--- src/rtl/dmem_arb_pkg.sv ---
// dmem_arb_pkg -- shared types and constants for the data-memory arbiter.
// Holds the arbiter FSM state encoding and the word alignment / bounds
// check used to reject a transaction before it reaches memory.
package dmem_arb_pkg;

    typedef enum logic [1:0] {
        IDLE   = 2'd0,
        ACCESS = 2'd1,
        RESP   = 2'd2
    } state_t;

    // Low address bits that must be zero for a word access.
    localparam logic [1:0] ALIGN_MASK = 2'b11;

    // Offset of the last byte of a word relative to its start address.
    localparam int unsigned WORD_LAST_OFS = 3;

    // True when a word access at addr is misaligned or runs past the memory.
    // The sum is widened to 33 bits so addresses near 2^32 cannot wrap.
    function automatic logic addr_err(input logic [31:0] addr,
                                      input int unsigned mem_bytes);
        logic [32:0] last_byte;
        last_byte = {1'b0, addr} + 33'(WORD_LAST_OFS);
        return ((addr[1:0] & ALIGN_MASK) != 2'b00) ||
               (last_byte >= 33'(mem_bytes));
    endfunction

endpackage

--- src/rtl/dmem_arbiter_arb2.sv ---
// arb2 -- two-way request arbiter.
// Default build: fixed priority, port 0 wins simultaneous requests.
// Define DMEM_ARB_RR_EN for round-robin: on a tie the port not granted
// last wins, and the pointer moves on every accepted grant.
module arb2 (
    input  logic clk,
    input  logic rst_n,
    input  logic req0,
    input  logic req1,
    input  logic advance,
    output logic gnt0,
    output logic gnt1
);

    logic prefer1;

`ifdef DMEM_ARB_RR_EN
    // Priority pointer: after a grant, the other port is favoured on a tie.
    always_ff @(posedge clk) begin
        if (!rst_n) begin
            prefer1 <= 1'b0;
        end else if (advance && (gnt0 || gnt1)) begin
            prefer1 <= gnt0;
        end
    end
`else
    // Fixed priority: port 0 is always favoured, so no pointer state exists.
    assign prefer1 = 1'b0;

    logic unused_rr;
    assign unused_rr = ^{clk, rst_n, advance};
`endif

    // Grant selection: one-hot or zero, never both ports.
    // NOTE: every output gets a default first so no path leaves it unassigned (no latch).
    always_comb begin
        gnt0 = 1'b0;
        gnt1 = 1'b0;
        if (req0 && (!req1 || !prefer1)) begin
            gnt0 = 1'b1;
        end else if (req1) begin
            gnt1 = 1'b1;
        end
    end

endmodule

--- src/rtl/dmem_arbiter.sv ---
// dmem_arbiter -- shares one single-cycle data memory between the
// load/store stage (port 0) and the debug/loader port (port 1).
// Each transaction runs IDLE -> ACCESS -> RESP, or IDLE -> RESP when the
// address is misaligned or out of range, so memory is never touched by an
// errored access.
// Optional feature: define DMEM_ARB_RR_EN for round-robin arbitration;
// otherwise port 0 has fixed priority.
module dmem_arbiter #(
    parameter int unsigned MEM_BYTES = 51
) (
    input  logic        clk,
    input  logic        rst_n,
    input  logic        req0,
    input  logic        req1,
    input  logic        we0,
    input  logic        we1,
    input  logic [31:0] addr0,
    input  logic [31:0] addr1,
    input  logic [31:0] wdata0,
    input  logic [31:0] wdata1,
    output logic        ack0,
    output logic        ack1,
    output logic        err0,
    output logic        err1,
    output logic [31:0] rdata,
    output logic        mem_ce,
    output logic        mem_memwrite,
    output logic        mem_memread,
    output logic [31:0] mem_addr,
    output logic [31:0] mem_wrdata,
    input  logic [31:0] mem_rdata,
    output logic        busy
);

    import dmem_arb_pkg::*;

    state_t      state;
    state_t      state_nxt;

    logic        gnt0;
    logic        gnt1;
    logic        take;

    logic        sel_we;
    logic [31:0] sel_addr;
    logic [31:0] sel_wdata;
    logic        sel_err;

    logic        lat_we;
    logic [31:0] lat_addr;
    logic [31:0] lat_wdata;
    logic        lat_port;
    logic        lat_err;

    // A new transaction is accepted only while idle.
    assign take = (state == IDLE) && (req0 || req1);

    arb2 u_arb2 (
        .clk     (clk),
        .rst_n   (rst_n),
        .req0    (req0),
        .req1    (req1),
        .advance (take),
        .gnt0    (gnt0),
        .gnt1    (gnt1)
    );

    // Winner payload mux and its address check.
    always_comb begin
        sel_we    = gnt1 ? we1    : we0;
        sel_addr  = gnt1 ? addr1  : addr0;
        sel_wdata = gnt1 ? wdata1 : wdata0;
        sel_err   = addr_err(sel_addr, MEM_BYTES);
    end

    // State register.
    // NOTE: sequential state uses non-blocking assignments so all flops update together.
    always_ff @(posedge clk) begin
        if (!rst_n) begin
            state <= IDLE;
        end else begin
            state <= state_nxt;
        end
    end

    // Next-state logic.
    always_comb begin
        state_nxt = state;
        unique case (state)
            IDLE:    if (take) state_nxt = sel_err ? RESP : ACCESS;
            ACCESS:  state_nxt = RESP;
            RESP:    state_nxt = IDLE;
            default: state_nxt = IDLE;
        endcase
    end

    // Payload latch at grant time and read-data capture at the end of ACCESS;
    // later payload changes by the requester are ignored.
    always_ff @(posedge clk) begin
        if (!rst_n) begin
            lat_we    <= 1'b0;
            lat_addr  <= '0;
            lat_wdata <= '0;
            lat_port  <= 1'b0;
            lat_err   <= 1'b0;
            rdata     <= '0;
        end else begin
            if (take) begin
                lat_we    <= sel_we;
                lat_addr  <= sel_addr;
                lat_wdata <= sel_wdata;
                lat_port  <= gnt1;
                lat_err   <= sel_err;
            end
            if (state == ACCESS) begin
                rdata <= lat_we ? 32'h0 : mem_rdata;
            end
        end
    end

    // Memory controls only in ACCESS; ack/err only in RESP, to the winner.
    always_comb begin
        mem_ce       = 1'b0;
        mem_memwrite = 1'b0;
        mem_memread  = 1'b0;
        mem_addr     = '0;
        mem_wrdata   = '0;
        ack0         = 1'b0;
        ack1         = 1'b0;
        err0         = 1'b0;
        err1         = 1'b0;
        unique case (state)
            ACCESS: begin
                mem_ce       = 1'b1;
                mem_memwrite = lat_we;
                mem_memread  = !lat_we;
                mem_addr     = lat_addr;
                mem_wrdata   = lat_wdata;
            end
            RESP: begin
                ack0 = !lat_port;
                ack1 = lat_port;
                err0 = !lat_port && lat_err;
                err1 = lat_port && lat_err;
            end
            default: ;
        endcase
    end

    assign busy = (state != IDLE);

endmodule

--- config.mk ---
export PLATFORM = sky130hd
export DESIGN_NAME = dmem_arbiter
export DESIGN_NICKNAME = d
export VERILOG_FILES = /design/src/rtl/dmem_arb_pkg.sv /design/src/rtl/dmem_arbiter_arb2.sv /design/src/rtl/dmem_arbiter.sv
export SDC_FILE = /design/constraint.sdc
export NUM_CORES = 1
export LEC_CHECK = 0
export ABC_AREA = 1
export CAP_MARGIN = 5
export CORE_MARGIN = 2
export CORE_UTILIZATION = 35
export CTS_CLUSTER_SIZE = 8
export DETAILED_ROUTE_END_ITERATION = 12
export PLACE_DENSITY = 0.68
export SLEW_MARGIN = 30
export SYNTH_ARGS = -nofsm -noshare
export SYNTH_HDL_FRONTEND = slang
export SYNTH_HIERARCHICAL = 1
export SYNTH_SLANG_ARGS = --single-unit
--- constraint.sdc ---
create_clock -name clk -period 6.15 [get_ports clk]
set_clock_uncertainty 0.1 [all_clocks]
set_input_delay 0.615 -clock clk [delete_from_list [all_inputs] [get_ports clk]]
set_output_delay 0.615 -clock clk [all_outputs]
set_load 0.01 [all_outputs]
---- Word level (Yosys, flattened, before mapping) ----
Index checks and enable logic that the tools add are counted.
word-level totals
  register bits ........................... 101
operators by class
  reductions and logical operators ........ 10
  equality and inequality tests ........... 3
  $add $sub $neg .......................... 1
  magnitude comparators ................... 1
  muxes and demuxes ....................... 18
operators by type and width
  operator                                                            count
  two-way mux 32 bit                                                  5
  adder 32 x 2 -> 33 bit, second input constant                       1
  greater-or-equal comparator 33 x 6 -> 1 bit, second input constant  1
  two-way mux 1 bit                                                   10
  two-way mux 2 bit                                                   2
  one-hot mux 2 bit (2 select lines)                                  1
  nonzero test 2 bit                                                  2
  logical AND 1 bit                                                   3
  == test 2 x 1 -> 1 bit, second input constant                       1
  == test 2 bit, second input constant                                1
  logical NOT 1 bit                                                   2
  logical NOT 2 bit                                                   1
  logical OR 1 bit                                                    2
  inequality test 2 bit, second input constant                        1

---- Depth between registers and ports, before layout ----
Gate-level depths: netlist (run 1).
  depth after elaboration ................. 9
  mapped depth ............................ 22
  mapped depth without buffers ............ 21

---- Hierarchy ----
Netlist (run 1), hierarchy kept.
modules (own cells, without submodules)
  module        cells each  instances  area an instance (um2)
  dmem_arbiter  1,049       1          6,221.0
  arb2          3           1          17.5

---- Least setup slack after synthesis (run 1) ----
No wires, ideal clock.
  path kind ............................... input port to flip-flop
  start point ............................. input port req1
  end point ............................... register state[1]
  arrival time ............................ 2.485 ns
  slack ................................... 3.439 ns
  stages on the path ...................... 21
  buffers on the path ..................... 1
  path through ............................ inv_1 -> nor2_2 -> buf_6 -> inv_6 -> nand2_1 -> nand2_1 -> ha_1 -> inv_1 -> nand3_2 -> nor2_4 -> nand2_1 -> nor2_2 -> nand3_1 -> nand2_1 -> nand2_1 -> nor2_1 -> nand2_1 -> nor2_2 -> nand3_1 -> nand2_1 -> a21oi_2
between the ends
  cells in the longest elaborated chain, start to end .. 9
ends and longest elaborated chain
  item                                         line                     source
  start, declared                              dmem_arbiter.sv:14       input logic req1,
  two-way mux 1 bit (*)                        dmem_arbiter_arb2.sv:41  end else if (req1) begin
  two-way mux 1 bit (*)                        dmem_arbiter_arb2.sv:39  if (req0 && (!req1 || !prefer1)) begin
  via gnt1                                     dmem_arbiter.sv:41       logic gnt1;
  two-way mux 32 bit (*)                       dmem_arbiter.sv:71       sel_addr = gnt1 ? addr1 : addr0;
  adder 32 x 2 -> 33 bit                       dmem_arb_pkg.sv:23       last_byte = {1'b0, addr} + 33'(WORD_LAST_OFS);
  greater-or-equal comparator 33 x 6 -> 1 bit  dmem_arb_pkg.sv:25       (last_byte >= 33'(mem_bytes));
  logical OR 1 bit (*)                         dmem_arb_pkg.sv:24       return ((addr[1:0] & ALIGN_MASK) != 2'b00) ||
  two-way mux 2 bit (*) (2 in series)          dmem_arbiter.sv:90       IDLE: if (take) state_nxt = sel_err ? RESP : ACCESS;
  one-hot mux 2 bit (2 select lines) (*)       dmem_arbiter.sv:89       unique case (state)
  end signal, assigned                         dmem_arbiter.sv:82       state <= state_nxt;
  end, declared                                dmem_arbiter.sv:37       state_t state;
Mark *: on every way through the listed nets, which the timed path passes. The rest lies on a longest branch. The select of a mux whose other input is x is not followed.
A chain may end at the register's enable or synchronous reset.

---- Worst setup path in the final report (run 1) ----
  start point ............................. register state[0]
  end point ............................... output port mem_addr[11]
between the ends
  cells in the longest elaborated chain, start to end .. 2
ends and longest elaborated chain
  item                    line                 source
  == test 2 x 1 -> 1 bit  dmem_arbiter.sv:132  unique case (state)
  two-way mux 32 bit      dmem_arbiter.sv:132
  end, declared           dmem_arbiter.sv:29   output logic [31:0] mem_addr,
Every way passes these cells.

==> summary.md, run 1 <==
| Metric | Value |
|---|---|
| Clk sinks | approximately 100 |
| Remaining DRCs | 0 |
| ANT cells | 0 |
| Worst endpoint data arrival time | 2.89 ns |
| Post-DP HPWL | 16110 um |
| Pleak | 3.805 nW |
| Outcome | complete, no violations |
| Fin area | a little over 0.009 mm^2 |
| Worst vdd rail ir drop | ~150 uV |
| Period minus WS final | approximately 3.6 ns |
| Min-delay worst type | reg -> reg |
| Vias in the first global route | between 6000 and 7000 |
| Pre-Repair DR Iteration Count | 8 |
| Worst-skew pair later-pin latency | 0.35 ns |
| Power, Total | 1.645 mW |
| Fin. Hold Viols | 0 |
| Pre-CTS setup slack | approximately 2.4 ns |
| Global-route wire length before repair | 33930 um |
| Area of the multi-input gates | 0.003412 mm^2 |
| Fin nets | around 1500 |
| # fillers | around 1800 |
| Cts hold-fix bufs | 0 |
| Slew margin rel. | 49.22% |
| Buf+Inv Stages, Crit Path | 4 |
| Storage element area | approximately 0.0020 mm^2 |
| R2r setup slk | 3.88 ns |
| Setup TNS Final | 0 ns |
| Worst path slowest cell | clkinv_2 |
| Root buf cell | clkbuf_16 |
| Cts repair resizes | 0 |
| Slew @ Worst Pin | 0.7608 ns |
| Final worst-path cycle share | roughly three fifths |
| Die Height | 137.4 um |
| CTS buffer count | 9 |
| Initial antenna violation count | 0 |
| CTS tree | done |
| Post-CTS Setup Bufs | 0 |
| RSZ-0062 raised after global routing | false |
| DR vias/cell | 4.771 |
| YS warnings | 6 |
| Required time at the worst-slack endpoint | approximately 5.4 ns |
| Critical path class | reg -> out |
| GPL Wtd Cong | 0.9536 |
| Largest stage delay on the critical path | 0.61 ns |
| Overflow after GRT | 0 |
| Setup crit start kind | flip-flop |
| CTS clock-pin slew for the worst setup and hold paths | about 0.070 ns |
| Max-slew violation count | 0 |
| CTS max path bufs | 2 |
| Area after DPL | 0.008992 mm^2 |
| Cell Pwr Density | ~180 mW/mm^2 |
| Initial Util | 35.90% |
| Initial DRC Count | 598 |
| H-tree Lvls | 3 |
| Max-Cap Viols | 0 |
| GRT Resource Usage Total | 22.69% |
| Io pins | between 200 and 300 |
| CP top delay family | buffers and inverters |
| Largest net degree at the start of global routing | 110 |
| Post-Syn Area | 0.006231 mm^2 |
| Syn_area_per_cell | roughly 5.9 um^2 |
| Max Freq | 277.6 MHz |
| Final WL | 21740 um |
| Hold WS | 0.3555 ns |
| Syn nets | 1218 |
| Fraction of layout cells with a size suffix above 1 | around 6.4% |
| Per-cell routed wire length | about 14 um |
| Final Setup Violations | 0 |
| Setup slack after layout | roughly 2.5 ns |
| Max FO, Critical Path | 51 |
| Die ar. | 0.01889 mm^2 |
| CP Capture Type | output port |
| Rows | 48 |
| Area Growth Syn to Fin | 49.08% |
| CP dominant cell by count | nor2_1 |
| DRT antenna net count | 0 |
| Die W | 137.4 um |
| Syn Inst Count | 1051 |
| Core area | 0.01736 mm^2 |
| DR vias | 7218 |
| I/O Buffers | 269 |
| CP cell instances | inv_1 > nor2_1 > clkinv_2 > buf_4 > nor2_1 > clkdlybuf4s50_1 |
## final timing paths
path           startpoint            to  depth (start not counted)
min reg2reg  lat_addr[30]  lat_addr[30]                          2
max reg2reg      state[0]      rdata[7]                          7
max              state[0]  mem_addr[11]                          6
min          lat_addr[30]  lat_addr[30]                          2
## report_power, final
part	internal, mW	total, mW	switching (mW)	leakage, nW
clock network	0.286	0.568	0.282	0.145
logic	0.164	0.361	0.197	2.83
registers	0.697	0.716	0.0189	0.832
## layer usage
metal | routed length, um | GRT usage [%] | share of wire [%] | vias to the layer above
li1 | - | - | - | 3744
met1 | 9419 | 29.22 | 43 | 3195
met2 | 10100 | 38.39 | 46 | 249
met3 | 1804 | 4.599 | 8.3 | 30
met4 | 422 | 6.415 | 1.9 | 0
met5 | 0 | 0 | 0 | -
## through the flow
step / util [%] / cells
floorplan: - / 1051
global placement: 51.80 / 1497
detailed placement: 51.81 / 1497
CTS: 53.50 / 1513
global route: 53.52 / 1513
finish: 53.52 / 1513
## sequential cells by signal, summed over array words and instances (netlist names)
signal / cells
lat_addr: 32
lat_err: 1
lat_port: 1
lat_wdata: 32
lat_we: 1
rdata: 32
state: 2
## final cells by class
cell class	instances	area share (%)
sequential	101	21.77
clock inverter	7	0.7274
tap	225	3.031
multi-input combinational	753	36.73
inverter	143	5.859
timing repair buffer	275	29.46
clock buffer	9	2.425
## worst reg2reg max path, delay by kind of cell (launching register included)
family | cells | cell delay [ns]
buffers and inverters | 3 | 1.03
AOI/OAI and AO/OA | 1 | 0.14
DFF | 1 | 0.34
and+or+nand+nor | 3 | 0.57
## layout by cell type (no fill, tap or decap), drive strengths merged
cell,n
nand2,348
nand4,10
dfxtp,101
a31oi,33
xor2,6
nor3,7
inv,145
ha,1
clkbuf,9
clkinv,5
nand3,33
o21ai,89
nor2,154
a21oi,68
clkdlybuf4s50,268
or2,2
and2,2
buf,7
No activity file was read; power rests on OpenSTA's default activity.
==> run 2: changes to the inputs <==
Clock period 6.15 ns to 3.5 ns, I/O delays scaled along.
==> run 2 against run 1 <==
  * Clock power grew 88%
  * Register-to-register slack worse by 2.3 ns
  * Core utilization is 0.61 points higher
  * Sequential share of layout area decreased by 0.25 points
  * First-iteration DRC count decreased by 40%
  * Count of clock-buffer cells in the layout increased by 1
==> summary.md, run 2 (synthesis gave the netlist of run 1 again) <==
| Metric | Value |
|---|---|
| Max Freq | 325.3 MHz |
| Switch share | 29.04% (-1.2 points) |
| Commonest non-fill, non-tap cell in the layout | nand2_1 |
| Slew @ Worst Pin | 0.7516 ns (-0.009207 ns) |
| Dpl cells | 1505 (+0.53%) |
| DR vias/cell | 4.774 (about the same) |
| Final WL | 21930 um (+0.84%) |
| Setup TNS Final | 0 ns (unchanged) |
| CTS max path bufs | 2 (unchanged) |
| H-tree Lvls | 3 (unchanged) |
| Cts hold-fix bufs | 0 (unchanged) |
| Largest stage delay on the critical path | 0.51 ns (-0.10 ns) |
| CTS clock-pin slew for the worst setup and hold paths | 0.08 ns (about the same) |
| Buf+Inv Stages, Crit Path | 5 (+1) |
| Finished Layout Cells | 1521 (+0.53%) |
| Area after DPL | 0.009076 mm^2 (+0.93%) |
| Logic pwr share | 21.7% (-0.2 points) |
| Fin nets | 1458 (+0.55%) |
| Initial DRC Count | 356 (-40%) |
| Max-Cap Viols | 0 (unchanged) |
| Largest net degree at the start of global routing | 110 (unchanged) |
| Post-CTS Setup Bufs | 0 (unchanged) |
| Clk sinks | 101 (unchanged) |
| Cts repair resizes | 0 (unchanged) |
| Per-cell routed wire length | 14.42 um (+0.31%) |
| RSZ-0062 raised after global routing | false |
| Fin area | 0.009395 mm^2 (+1.1%) |
| Io pins | 270 (unchanged) |
| Area Growth Syn to Fin | 50.78% |
| Vias in the first global route | 6675 (-1.1%) |
| Critical path class | in -> reg |
| Min-delay worst type | reg -> reg |
| Setup crit start kind | input port |
| GRT Resource Usage Total | 22.45% (-0.23 points) |
| Worst path slowest cell | clkdlybuf4s50_1 |
| Fin. Hold Viols | 0 (unchanged) |
| Final Setup Violations | 0 (unchanged) |
| I/O Buffers | 269 (unchanged) |
| Most frequent cells in the layout | nand2_1, clkdlybuf4s50_1, inv_1 |
| Fraction of layout cells with a size suffix above 1 | 6.867% (+0.50 points) |
| Initial Util | 35.90% (unchanged) |
| Root buf cell | clkbuf_16 |
| Remaining DRCs | 0 (unchanged) |
| Power, Total | 2.971 mW (+81%) |
| Worst endpoint data arrival time | 3.23 ns (+0.34 ns) |
| GPL Wtd Cong | 0.9533 (about the same) |
| Max FO, Critical Path | 68 (+33%) |
| CTS buffer count | 9 (unchanged) |
| Slew margin rel. | 49.89% (+0.67 points) |
| Pleak | 3.860 nW (+1.4%) |
| CP Capture Type | flip-flop |
| Die W | 137.4 um (unchanged) |
| Max-slew violation count | 0 (unchanged) |
| Rows | 48 (unchanged) |
| Global-route wire length before repair | 33440 um (-1.4%) |
| Sequential share of power | 42.3% (-1.2 points) |
| DR vias | 7262 (+0.61%) |
| Worst-skew pair later-pin latency | 0.35 ns (about the same) |
| Clock power frac | 35.9% (+1.4 points) |
| P_sw | 862.7 uW (+73%) |
| Pre-Repair DR Iteration Count | 5 (-3) |
| Largest regs | lat_addr x32, lat_wdata x32, rdata x32 |
| Core area | 0.01736 mm^2 (unchanged) |
| Required time at the worst-slack endpoint | 3.66 ns (-1.77 ns) |
| CTS tree | done |
| DRT antenna net count | 0 (unchanged) |
| Initial antenna violation count | 0 (unchanged) |
| Die ar. | 0.01889 mm^2 (unchanged) |
| Pint | 2.108 mW (+84%) |
| Outcome | complete, no violations |
| Overflow after GRT | 0 (unchanged) |
| Cell Pwr Density | 316.2 mW/mm^2 (+79%) |
| CP top delay family | simple AND/OR/NAND/NOR gates |
| Period minus WS final | 3.074 ns |
| Die Height | 137.4 um (unchanged) |
| ANT cells | 0 (unchanged) |
| Worst vdd rail ir drop | 261.0 uV (+78%) |
| CP cell instances | clkdlybuf4s50_1 > inv_1 > nor2_4 > buf_12 > nand2_1 > nand2_1 > ha_1 > inv_1 > nand3_2 > nor2_4 > xor2_1 > nor2_1 > nand3_1 > nor2_1 > nand3_1 > nor2_2 > nand4_1 > nand2_1 > inv_1 |
| Final worst-path cycle share | 87.83% |
| Post-DP HPWL | 16500 um (+2.4%) |
==> run 2: worst reg2reg max path: stages (launching register included) <==
cell	delay, ns
dfxtp_1	0.34
inv_1	0.06
nor2_1	0.16
clkinv_2	0.30
nor2_2	0.24
buf_4	0.35
nand2_1	0.13
a21oi_1	0.14
==> run 2: through the flow <==
stage	worst slack (ns)	hold slack [ns]	util [%]
detailed placement	0.08698	0.3493	52.29
global route	0.1162	0.3761	54.13
floorplan	1.054	0.3300	-
CTS	0.4547	0.3608	54.11
finish	0.4258	0.3574	54.13
global placement	0.1368	0.3408	52.29
==> run 2: area by class of cell <==
class	count	area, um^2
clock inverter	6	76.32
inverter	143	543.0
timing repair buffer	283	2821
sequential	101	2022
multi-input combinational	753	3412
fill	1766	7961
tap	225	281.5
clock buffer	10	239.0
==> run 2: layer usage <==
layer	vias up	routed length, um	global-route usage (%)
li1	3753	-	-
met1	3222	9389	28.27
met2	256	10290	37.92
met3	31	1746	5.629
met4	0	496	6.472
met5	-	0	0
==> run 2: final timing paths <==
| path | from | cells past startpoint | slack (ns) | to |
|---|---|---|---|---|
| worst max-delay path | req1 | 19 | 0.43 | lat_err |
| worst min-delay path | lat_addr[0] | 2 | 0.36 | lat_addr[0] |
| worst max register to register | state[0] | 7 | 1.62 | rdata[0] |
| worst min register to register | lat_addr[0] | 2 | 0.36 | lat_addr[0] |
==> run 2: power by group through the flow <==
| stage | clock [mW] | combinational, mW | sequential [mW] |
|---|---|---|---|
| after global routing | 1.14 | 0.723 | 1.27 |
| after CTS | 1.09 | 0.647 | 1.26 |
| after floorplan | 0 | 0.354 | 1.27 |
| after global placement | 0 | 0.640 | 1.28 |
| final | 1.07 | 0.646 | 1.26 |
| after detailed placement | 0 | 0.642 | 1.28 |
==> run 3: changes to the inputs <==
Settings changed: CORE_UTILIZATION 35 to 43, PLACE_DENSITY 0.68 to 0.81.
==> run 3 against run 2 <==
  * Via count rose by 0.56%
  * Die area is 18% lower
  * Clock power decreased by 7%
  * Fmax rose by 3.0%
  * Largest power group unchanged
  * Sequential cell count stayed put
  * Worst setup slack better by 0.090 ns
  * Register-to-register slack worse by 0.10 ns
  * Final cell count fell by 3.2%
  * Wire length fell by 2.7%
  * Critical endpoint is now state[1]
  * Non-clock buffer count decreased by 3
==> summary.md, run 3 (synthesis gave the netlist of run 1 again) <==
| Metric | Value |
|---|---|
| Outcome | complete, no violations |
| I/O Buffers | 269 (unchanged) |
| HP Start | lat_addr[16] |
| Post-DP HPWL | 16130 um (-2.2%) |
| H-tree Lvls | 3 (unchanged) |
| Metal1 wirelength | 8988 um (-4.3%) |
| Max Used Layer | met4 |
| Final WL | 21330 um (-2.7%) |
| Cts hold-fix bufs | 0 (unchanged) |
| Initial antenna violation count | 0 (unchanged) |
| Setup crit start kind | input port |
| Die ar. | 0.01547 mm^2 (-18%) |
| Hold WS | 0.3552 ns (-0.002251 ns) |
| WL met3 | 1239 um (-29%) |
| Final Setup Violations | 0 (unchanged) |
| Rows | 43 (-10%) |
| Power, Total | 2.899 mW (-2.4%) |
| DRT antenna net count | 0 (unchanged) |
| Max-slew violation count | 0 (unchanged) |
| Slew margin rel. | 52.67% (+2.8 points) |
| Cts repair resizes | 0 (unchanged) |
| Vias in the first global route | 6759 (+1.3%) |
| Period minus WS final | 2.984 ns (-0.08973 ns) |
| Worst path slowest cell | clkdlybuf4s50_1 |
| Max-Cap Viols | 0 (unchanged) |
| Die W | 124.4 um (-9.5%) |
| Fraction of layout cells with a size suffix above 1 | 6.729% (-0.14 points) |
| Initial DRC Count | 489 (+37%) |
| Area Growth Syn to Fin | 49.08% |
| GPL Wtd Cong | 0.9834 (+3.2%) |
| Initial Util | 44.37% (+8.5 points) |
| CTS clock-pin slew for the worst setup and hold paths | 0.07 ns (about the same) |
| Core area | 0.01404 mm^2 (-19%) |
| Overflow after GRT | 0 (unchanged) |
| CP Capture Type | flip-flop |
| CP dominant cell by count | nand2_1 |
| Max FO, Critical Path | 57 (-16%) |
| Met2 Wirelength | 10450 um (+1.6%) |
| Global-route wire length before repair | 33980 um (+1.6%) |
| Crit path from | req1 |
| Most frequent cells in the layout | nand2_1, clkdlybuf4s50_1, inv_1 |
| Min-delay worst type | reg -> reg |
| Worst-skew pair later-pin latency | 0.35 ns (about the same) |
| ANT cells | 0 (unchanged) |
| Largest stage delay on the critical path | 0.48 ns (-0.03 ns) |
| Largest regs | lat_addr x32, lat_wdata x32, rdata x32 |
| Dpl cells | 1457 (-3.2%) |
| Worst vdd rail ir drop | 232.2 uV (-11%) |
| Final worst-path cycle share | 85.27% (-2.6 points) |
| Per-cell routed wire length | 14.48 um (+0.44%) |
| Post-CTS Setup Bufs | 0 (unchanged) |
| Setup TNS Final | 0 ns (unchanged) |
| CTS tree | done |
| Slew @ Worst Pin | 0.7092 ns (-0.04235 ns) |
| Root buf cell | clkbuf_16 |
| Final Core Density | 66.15% (+12 points) |
| Required time at the worst-slack endpoint | 3.62 ns (-0.04 ns) |
| Cell Pwr Density | 312.1 mW/mm^2 (-1.3%) |
| Pleak | 3.830 nW (-0.78%) |
| Pre-Repair DR Iteration Count | 5 (unchanged) |
| CTS buffer count | 9 (unchanged) |
| Worst r2r src | state[0] |
| Largest net degree at the start of global routing | 72 (-35%) |
| DR vias/cell | 4.958 (+3.8%) |
| Clk sinks | 101 (unchanged) |
| Finished Layout Cells | 1473 (-3.2%) |
| Commonest non-fill, non-tap cell in the layout | nand2_1 |
| Remaining DRCs | 0 (unchanged) |
| CTS max path bufs | 2 (unchanged) |
| RSZ-0062 raised after global routing | false |
| CP cell instances | clkdlybuf4s50_1 > inv_1 > nor2_4 > buf_12 > nand2_1 > o21ai_1 > nand2_1 > nor2_2 > nand2_1 > nor2_1 > nand3_1 > nand2_1 > nand2_1 > nor2_1 > nand3_1 > nor2_2 > nand3_1 > nand2_1 > a21oi_2 |
| Max Freq | 335.1 MHz (+3.0%) |
| GRT Resource Usage Total | 26.82% (+4.4 points) |
| Fin nets | 1455 (-0.21%) |
| Io pins | 270 (unchanged) |
| Critical path class | in -> reg |
| Die Height | 124.4 um (-9.5%) |
| Fin. Hold Viols | 0 (unchanged) |
| DR vias | 7303 (+0.56%) |
| Worst endpoint data arrival time | 3.11 ns (-0.12 ns) |
## run 3: cell count changes in the layout (fill, tap and decap cells not counted), sizes merged
cell / before / now
bufinv: 1 / 0
buf: 15 / 12
clkinvlp: 0 / 2
clkinv: 4 / 2
inv: 144 / 145
## run 3: layer usage
metal,global-route usage (%),vias up
li1,-,3745
met2,47.41,276
met4,9.914,0
met3,5.670,44
met1,31.88,3238
met5,0,-
## run 3: layout make-up
class / count / area (um^2)
Clock buffer: 10 / 239.0
Inverter: 143 / 543.0
Timing Repair Buffer: 280 / 2795
Fill cell: 1311 / 4753
Tap cell: 180 / 225.2
Sequential cell: 101 / 2022
Multi-Input combinational cell: 753 / 3412
Clock inverter: 6 / 52.55
## run 3: path summary, 6_finish.rpt
path / endpoint / slack, ns / cells past startpoint
max: state[1] / 0.52 / 19
min: lat_addr[16] / 0.36 / 2
max reg2reg: rdata[7] / 1.52 / 7
min reg2reg: lat_addr[16] / 0.36 / 2
## run 3: critical path, delay by kind of cell
kind / cells / cell delay, ns
buffers and inverters: 3 / 0.82
and+or+nand+nor: 14 / 1.65
AOI/OAI and AO/OA: 2 / 0.27
## run 3: power breakdown
part           leakage [nW]  switching, mW  internal, mW  total (mW)
Combinational          2.86          0.349         0.294       0.642
Sequential            0.832         0.0336          1.23        1.26
Clock                 0.138          0.485         0.514       0.999
## run 3: through the flow
stage	worst slack [ns]	cell area (um^2)
2_1_floorplan	1.054	6231
3_3_place_gp	0.1135	8997
3_5_place_dp	0.1618	8997
4_1_cts	0.5395	9289
5_1_grt	0.2587	9289
6_report	0.5156	9289
